<file path="src/rtl/ex_mem_skid_stage.sv">
// EX/MEM pipeline stage with a two-entry skid buffer (main M, skid S), valid/ready on both sides,
// registered branch-mispredict flag and a saturating mispredict counter.
module ex_mem_skid_stage #(
    parameter int unsigned CONTROL_LINE     = 5,
    parameter int unsigned DATA_LEN         = 64,
    parameter int unsigned INSTRUCTION_PART = 5,
    parameter int unsigned CNT_W            = 16
) (
    input  logic                        clk,
    input  logic                        rst,
    input  logic                        flush,
    input  logic                        in_valid,
    output logic                        in_ready,
    input  logic                        if_beq,
    input  logic [DATA_LEN-1:0]         alu_val,
    input  logic [DATA_LEN-1:0]         wr_addr,
    input  logic [INSTRUCTION_PART-1:0] instruction_part,
    input  logic [CONTROL_LINE-1:0]     control_in,
    input  logic                        zero_in,
    input  logic                        predictor_val,
    output logic                        out_valid,
    input  logic                        out_ready,
    output logic                        if_beq_out,
    output logic [DATA_LEN-1:0]         alu_val_out,
    output logic [DATA_LEN-1:0]         wr_addr_out,
    output logic [INSTRUCTION_PART-1:0] instruction_part_out,
    output logic [CONTROL_LINE-1:0]     control_out,
    output logic                        zero_out,
    output logic                        predictor_out,
    output logic                        mispredict_out,
    output logic [CNT_W-1:0]            mispredict_cnt
);

    typedef struct packed {
        logic                        if_beq;
        logic [DATA_LEN-1:0]         alu_val;
        logic [DATA_LEN-1:0]         wr_addr;
        logic [INSTRUCTION_PART-1:0] rd;
        logic [CONTROL_LINE-1:0]     control;
        logic                        zero;
        logic                        predictor;
    } entry_t;

    entry_t           m_q, m_d, s_q, s_d, in_entry;
    logic             m_valid_q, m_valid_d, s_valid_q, s_valid_d;
    logic             in_ready_q;
    logic [CNT_W-1:0] cnt_q, cnt_d;
    logic             acc, ret, mispredict;

    assign in_entry = '{if_beq:    if_beq,
                        alu_val:   alu_val,
                        wr_addr:   wr_addr,
                        rd:        instruction_part,
                        control:   control_in,
                        zero:      zero_in,
                        predictor: predictor_val};

    // An input offered during flush is dropped even when in_ready is high.
    assign acc        = in_valid & in_ready_q & ~flush;
    assign ret        = m_valid_q & out_ready;
    assign mispredict = m_valid_q & m_q.if_beq & (m_q.zero ^ m_q.predictor);

    always_comb begin
        m_d       = m_q;
        s_d       = s_q;
        m_valid_d = m_valid_q;
        s_valid_d = s_valid_q;
        if (flush) begin
            m_valid_d     = 1'b0;
            s_valid_d     = 1'b0;
            m_d           = '0;
            s_d           = '0;
            // Legacy behaviour: flush toggles the stored predictor bit instead of clearing it.
            m_d.predictor = ~m_q.predictor;
            s_d.predictor = ~s_q.predictor;
        end else begin
            case ({m_valid_q, s_valid_q})
                2'b00: begin
                    if (acc) begin
                        m_d       = in_entry;
                        m_valid_d = 1'b1;
                    end
                end
                2'b10: begin
                    if (acc && ret) begin
                        m_d = in_entry;
                    end else if (acc) begin
                        s_d       = in_entry;
                        s_valid_d = 1'b1;
                    end else if (ret) begin
                        m_valid_d = 1'b0;
                    end
                end
                2'b11: begin
                    if (ret) begin
                        m_d       = s_q;
                        s_valid_d = 1'b0;
                    end
                end
                default: ;
            endcase
        end
    end

    always_comb begin
        cnt_d = cnt_q;
        if (ret && mispredict && !(&cnt_q)) begin
            cnt_d = cnt_q + CNT_W'(1);
        end
    end

    always_ff @(posedge clk or negedge rst) begin
        if (!rst) begin
            m_q        <= '0;
            s_q        <= '0;
            m_valid_q  <= 1'b0;
            s_valid_q  <= 1'b0;
            in_ready_q <= 1'b1;
            cnt_q      <= '0;
        end else begin
            m_q        <= m_d;
            s_q        <= s_d;
            m_valid_q  <= m_valid_d;
            s_valid_q  <= s_valid_d;
            // Registered so MEM's ready never reaches EX combinationally.
            in_ready_q <= ~s_valid_d;
            cnt_q      <= cnt_d;
        end
    end

    assign in_ready             = in_ready_q;
    assign out_valid            = m_valid_q;
    assign if_beq_out           = m_q.if_beq;
    assign alu_val_out          = m_q.alu_val;
    assign wr_addr_out          = m_q.wr_addr;
    assign instruction_part_out = m_q.rd;
    assign control_out          = m_q.control;
    assign zero_out             = m_q.zero;
    assign predictor_out        = m_q.predictor;
    assign mispredict_out       = mispredict;
    assign mispredict_cnt       = cnt_q;

endmodule

</file>
<file path="config.mk">
export PLATFORM = sky130hd
export DESIGN_NAME = ex_mem_skid_stage
export DESIGN_NICKNAME = d
export VERILOG_FILES = /design/src/rtl/ex_mem_skid_stage.sv
export SDC_FILE = /design/constraint.sdc
export NUM_CORES = 1
export LEC_CHECK = 0
export CAP_MARGIN = 5
export CORE_ASPECT_RATIO = 1.25
export CORE_MARGIN = 8
export CORE_UTILIZATION = 45
export DETAILED_ROUTE_END_ITERATION = 12
export PLACE_DENSITY_LB_ADDON = 0.25
export SLEW_MARGIN = 15
export SYNTH_ARGS = -nofsm -noshare
export SYNTH_HDL_FRONTEND = slang
export SYNTH_SLANG_ARGS = --single-unit
export TNS_END_PERCENT = 5
</file>
<file path="constraint.sdc">
create_clock -name clk -period 1.9 [get_ports clk]
set_clock_uncertainty 0.05 [all_clocks]
set_input_delay 0.38 -clock clk [delete_from_list [all_inputs] [get_ports clk]]
set_output_delay 0.38 -clock clk [all_outputs]
set_load 0.02 [all_outputs]
</file>
==> metrics.md <==
| Metric | Value |
|---|---|
| Initial antenna violation count | 0 |
| Sequential fraction of the synthesis area | 0.522 |
| Gr usage total | 0.201 |
| Worst hold slack | between 0.07 and 0.08 ns |
| Synth Area per Inst | 9.82 µm² |
| DRT Wirelength | 38600 µm |
| Worst stage delay on the critical path | about 0.4 ns |
| Antenna viol nets, final | 0 |
| Post-layout nets | 1911 |
| Wire per inst | 17.5 µm |
| Post-route design area | 0.0192 mm² |
| Fmax | 522 MHz |
| Setup bufs post-CTS | 0 |
| Non-filler instance count after layout | 2200 |
| Yosys warns | 0 |
| Share of async-settable or async-resettable flops after synthesis | 1.00 |
| Port bufs | ~310 |
| Syn Inst Count | between 1000 and 1500 |
| Fillers | about 2700 |
| Share of layout cells above drive strength 1 | 0.154 |
| Global placement routability congestion | 0.796 |
| Ant diodes | 0 |
| Run status | complete, but fails checks |
| Vias in the first global route | between 10000 and 15000 |
| CTS Buffer Depth | 3 |
| Main synth FF type | dfrtp_1 |
| Tmin final | 1.91 ns |
| Overall power | 17.0 mW |
| WP buf/inv | 1 |
| Setup_tns | -0.0140 ns |
| RSZ-0062 raised after global routing | yes |
| Synth Cell Area | 0.0144 mm² |
| Relative slew slack | 0.598 |
| Pleak | a little over 9 nW |
| Post-synth cell types | 37 |
| Die width | 176 µm |
| Gr ovfl total | 0 |
| Hold Path Class | in -> reg |
| Maximum VDD drop | 0.740 mV |
| Remaining DRCs | 0 |
| Crit path DAT | between 1 and 1.5 ns |
| Area Overhead vs Synth | 33.2% |
| H-tree Lvls | 2 |
| Syn_nets | about 1600 |
| Largest delay share family, worst path | flip-flops |
| Initial DRC count | 814 |
| Initial Util | 0.456 |
| PwrDens | 886 mW/mm² |
| DR vias/cell | 5.09 |
| CTS Root Cell | clkbuf_16 |
| Violated checks | negative setup slack |
| 1st-pass router iterations | 5 |
| CTS tree | done |
| Area after DPL | 0.0183 mm² |
| First-pass GRT wire length | 63000 µm |
| Worst setup margin | -0.0140 ns |
| Crit Path Max Fanout | 2 |
| Die ar. | 0.0381 mm² |
| Crit end category | output port |
| Cts bufs inserted | 34 |
| Rows | 73 |
| Cells along the critical path | xor2_2 > and3_1 > buf_4 |
| Critical Setup Path Class | reg -> out |
| Setup Viol. Count Final | 1 |
| Worst-margin pin slew | about 0.60 ns |
| Startpoint types | flip-flop |
| Core area | between 0.03 and 0.04 mm² |
| Worst path slowest cell | dfrtp_1 |
| Number of synthesized flops with an enable pin | 0 |
| Period utilization | 1.01 |
| Maxcap violations | 0 |
| Vias post-DR | 11200 |
| # IOs | 306 |
| Fin. Hold Viols | 0 |
| Largest net degree at the start of global routing | between 150 and 200 |
| HPWL after detailed placement | 26200 µm |
| Die Height | about 220 µm |
| CP required | 1.47 ns |
| TritonCTS Sinks | 301 |
| Clock-pin slew on the worst setup and hold paths | 0.06 ns |
| Max Transition Viols Final | 0 |
| Post-Place Cells | 2139 |
| Flop2flop setup slack | 0.09 ns |
| #FFs+latches synth | 301 |
| Clock Latency Late Sink | 0.51 ns |
-- synthesized netlist by cell type, drive strengths merged, types with 2 or more instances --
cell | n | area share
nand2b | 140 | 0.061
o21ai | 143 | 0.050
inv | 3 | 0.00078
nor2 | 2 | 0.00069
dfrtp | 300 | 0.52
clkbuf | 47 | 0.012
a21oi | 143 | 0.050
and3 | 5 | 0.0022
mux2 | 142 | 0.13
xor2 | 16 | 0.0097
and2 | 2 | 0.00087
nor3b | 2 | 0.0010
nand3 | 2 | 0.00069
nand4 | 7 | 0.0035
nand2 | 430 | 0.11
buf | 65 | 0.029
nor3 | 5 | 0.0017
nor4 | 8 | 0.0049
-- state kept, by name, indices dropped and copies added (netlist names) --
name	cells
wr_addr_out	64
predictor_out	1
zero_out	1
s_q	141
instruction_part_out	5
if_beq_out	1
out_valid	1
control_out	5
s_valid_q	1
alu_val_out	64
mispredict_cnt	16
in_ready	1
-- final timing paths --
kind	from	endpoint	cells after the start
setup / recovery	predictor_out	mispredict_out	3
hold / removal	flush	out_valid	2
setup reg to reg	in_ready	wr_addr_out[4]	6
hold reg to reg	s_q[63]	s_q[63]	2
max in group asynchronous	rst	s_q[56]	4
min in group asynchronous	rst	mispredict_cnt[12]	2
-- cells in the final DEF (no fill, tap or decap), drive strengths merged --
master / count
nand2: 430
dfrtp: 300
dlygate4sd2: 156
clkdlybuf4s50: 143
a21oi: 143
o21ai: 143
mux2: 142
nand2b: 140
buf: 66
clkbuf: 52
xor2: 16
nor4: 8
nand4: 7
clkinv: 6
and3: 5
nor3: 5
inv: 4
nand3: 2
nor3b: 2
and2: 2
nor2: 2
clkdlybuf4s15: 2
a31oi: 1
a211o: 1
nand3b: 1
and2b: 1
a41oi: 1
and4: 1
a211oi: 1
ha: 1
bufinv: 1
clkinvlp: 1
dlygate4sd3: 1
dfstp: 1
-- metal layers --
layer	vias to the layer above	GRT usage	part of all wire
li1	5430	-	-
met4	0	0.0713	0.029
met5	-	0	0
met2	319	0.327	0.48
met3	65	0.0477	0.062
met1	5392	0.256	0.43
-- cell type report --
cell class,count,area [µm²],area share
sequential,301,7530,0.392
inverter,3,11.3,0.000585
tap,412,515,0.0268
clock inverter,9,82.6,0.00429
timing repair buffer,369,3700,0.192
clock buffer,51,1050,0.0545
multi-input combinational,1055,6340,0.330
-- report_power, final --
part / internal, mW / leakage [nW] / switching [mW]
logic: 1.50 / 4.81 / 1.57
registers: 7.01 / 3.91 / 0.375
clock network: 3.96 / 0.559 / 2.62
-- stage by stage --
stage,worst slack [ns],util
detailed placement,-0.394,0.576
finish,-0.0140,0.607
CTS,-0.151,0.606
global placement,-0.331,0.576
floorplan,0.0773,-
global route,-0.0668,0.607
-- what timing repair did --
item | 4_1_cts | 5_1_grt
endpoints found under the setup margin | 162 | 26
resized for setup | 165 | 11
hold buffers | 1 | 0
hold endpoints to repair | 38 | 0
-- cells by family (layout without fill, tap and decap cells) --
logic type,Yosys count,in the layout,share of synthesized area
flip-flops,301,301,0.522
buffers and inverters,115,432,0.0420
XOR/XNOR,16,16,0.00971
adder cells (fa/ha/maj),1,1,0.000866
AO/OA/AOI/OAI,290,290,0.102
AND/OR/NAND/NOR,606,606,0.190
multiplexers,142,142,0.134
Note: power is estimated with default switching activity, not from simulation.
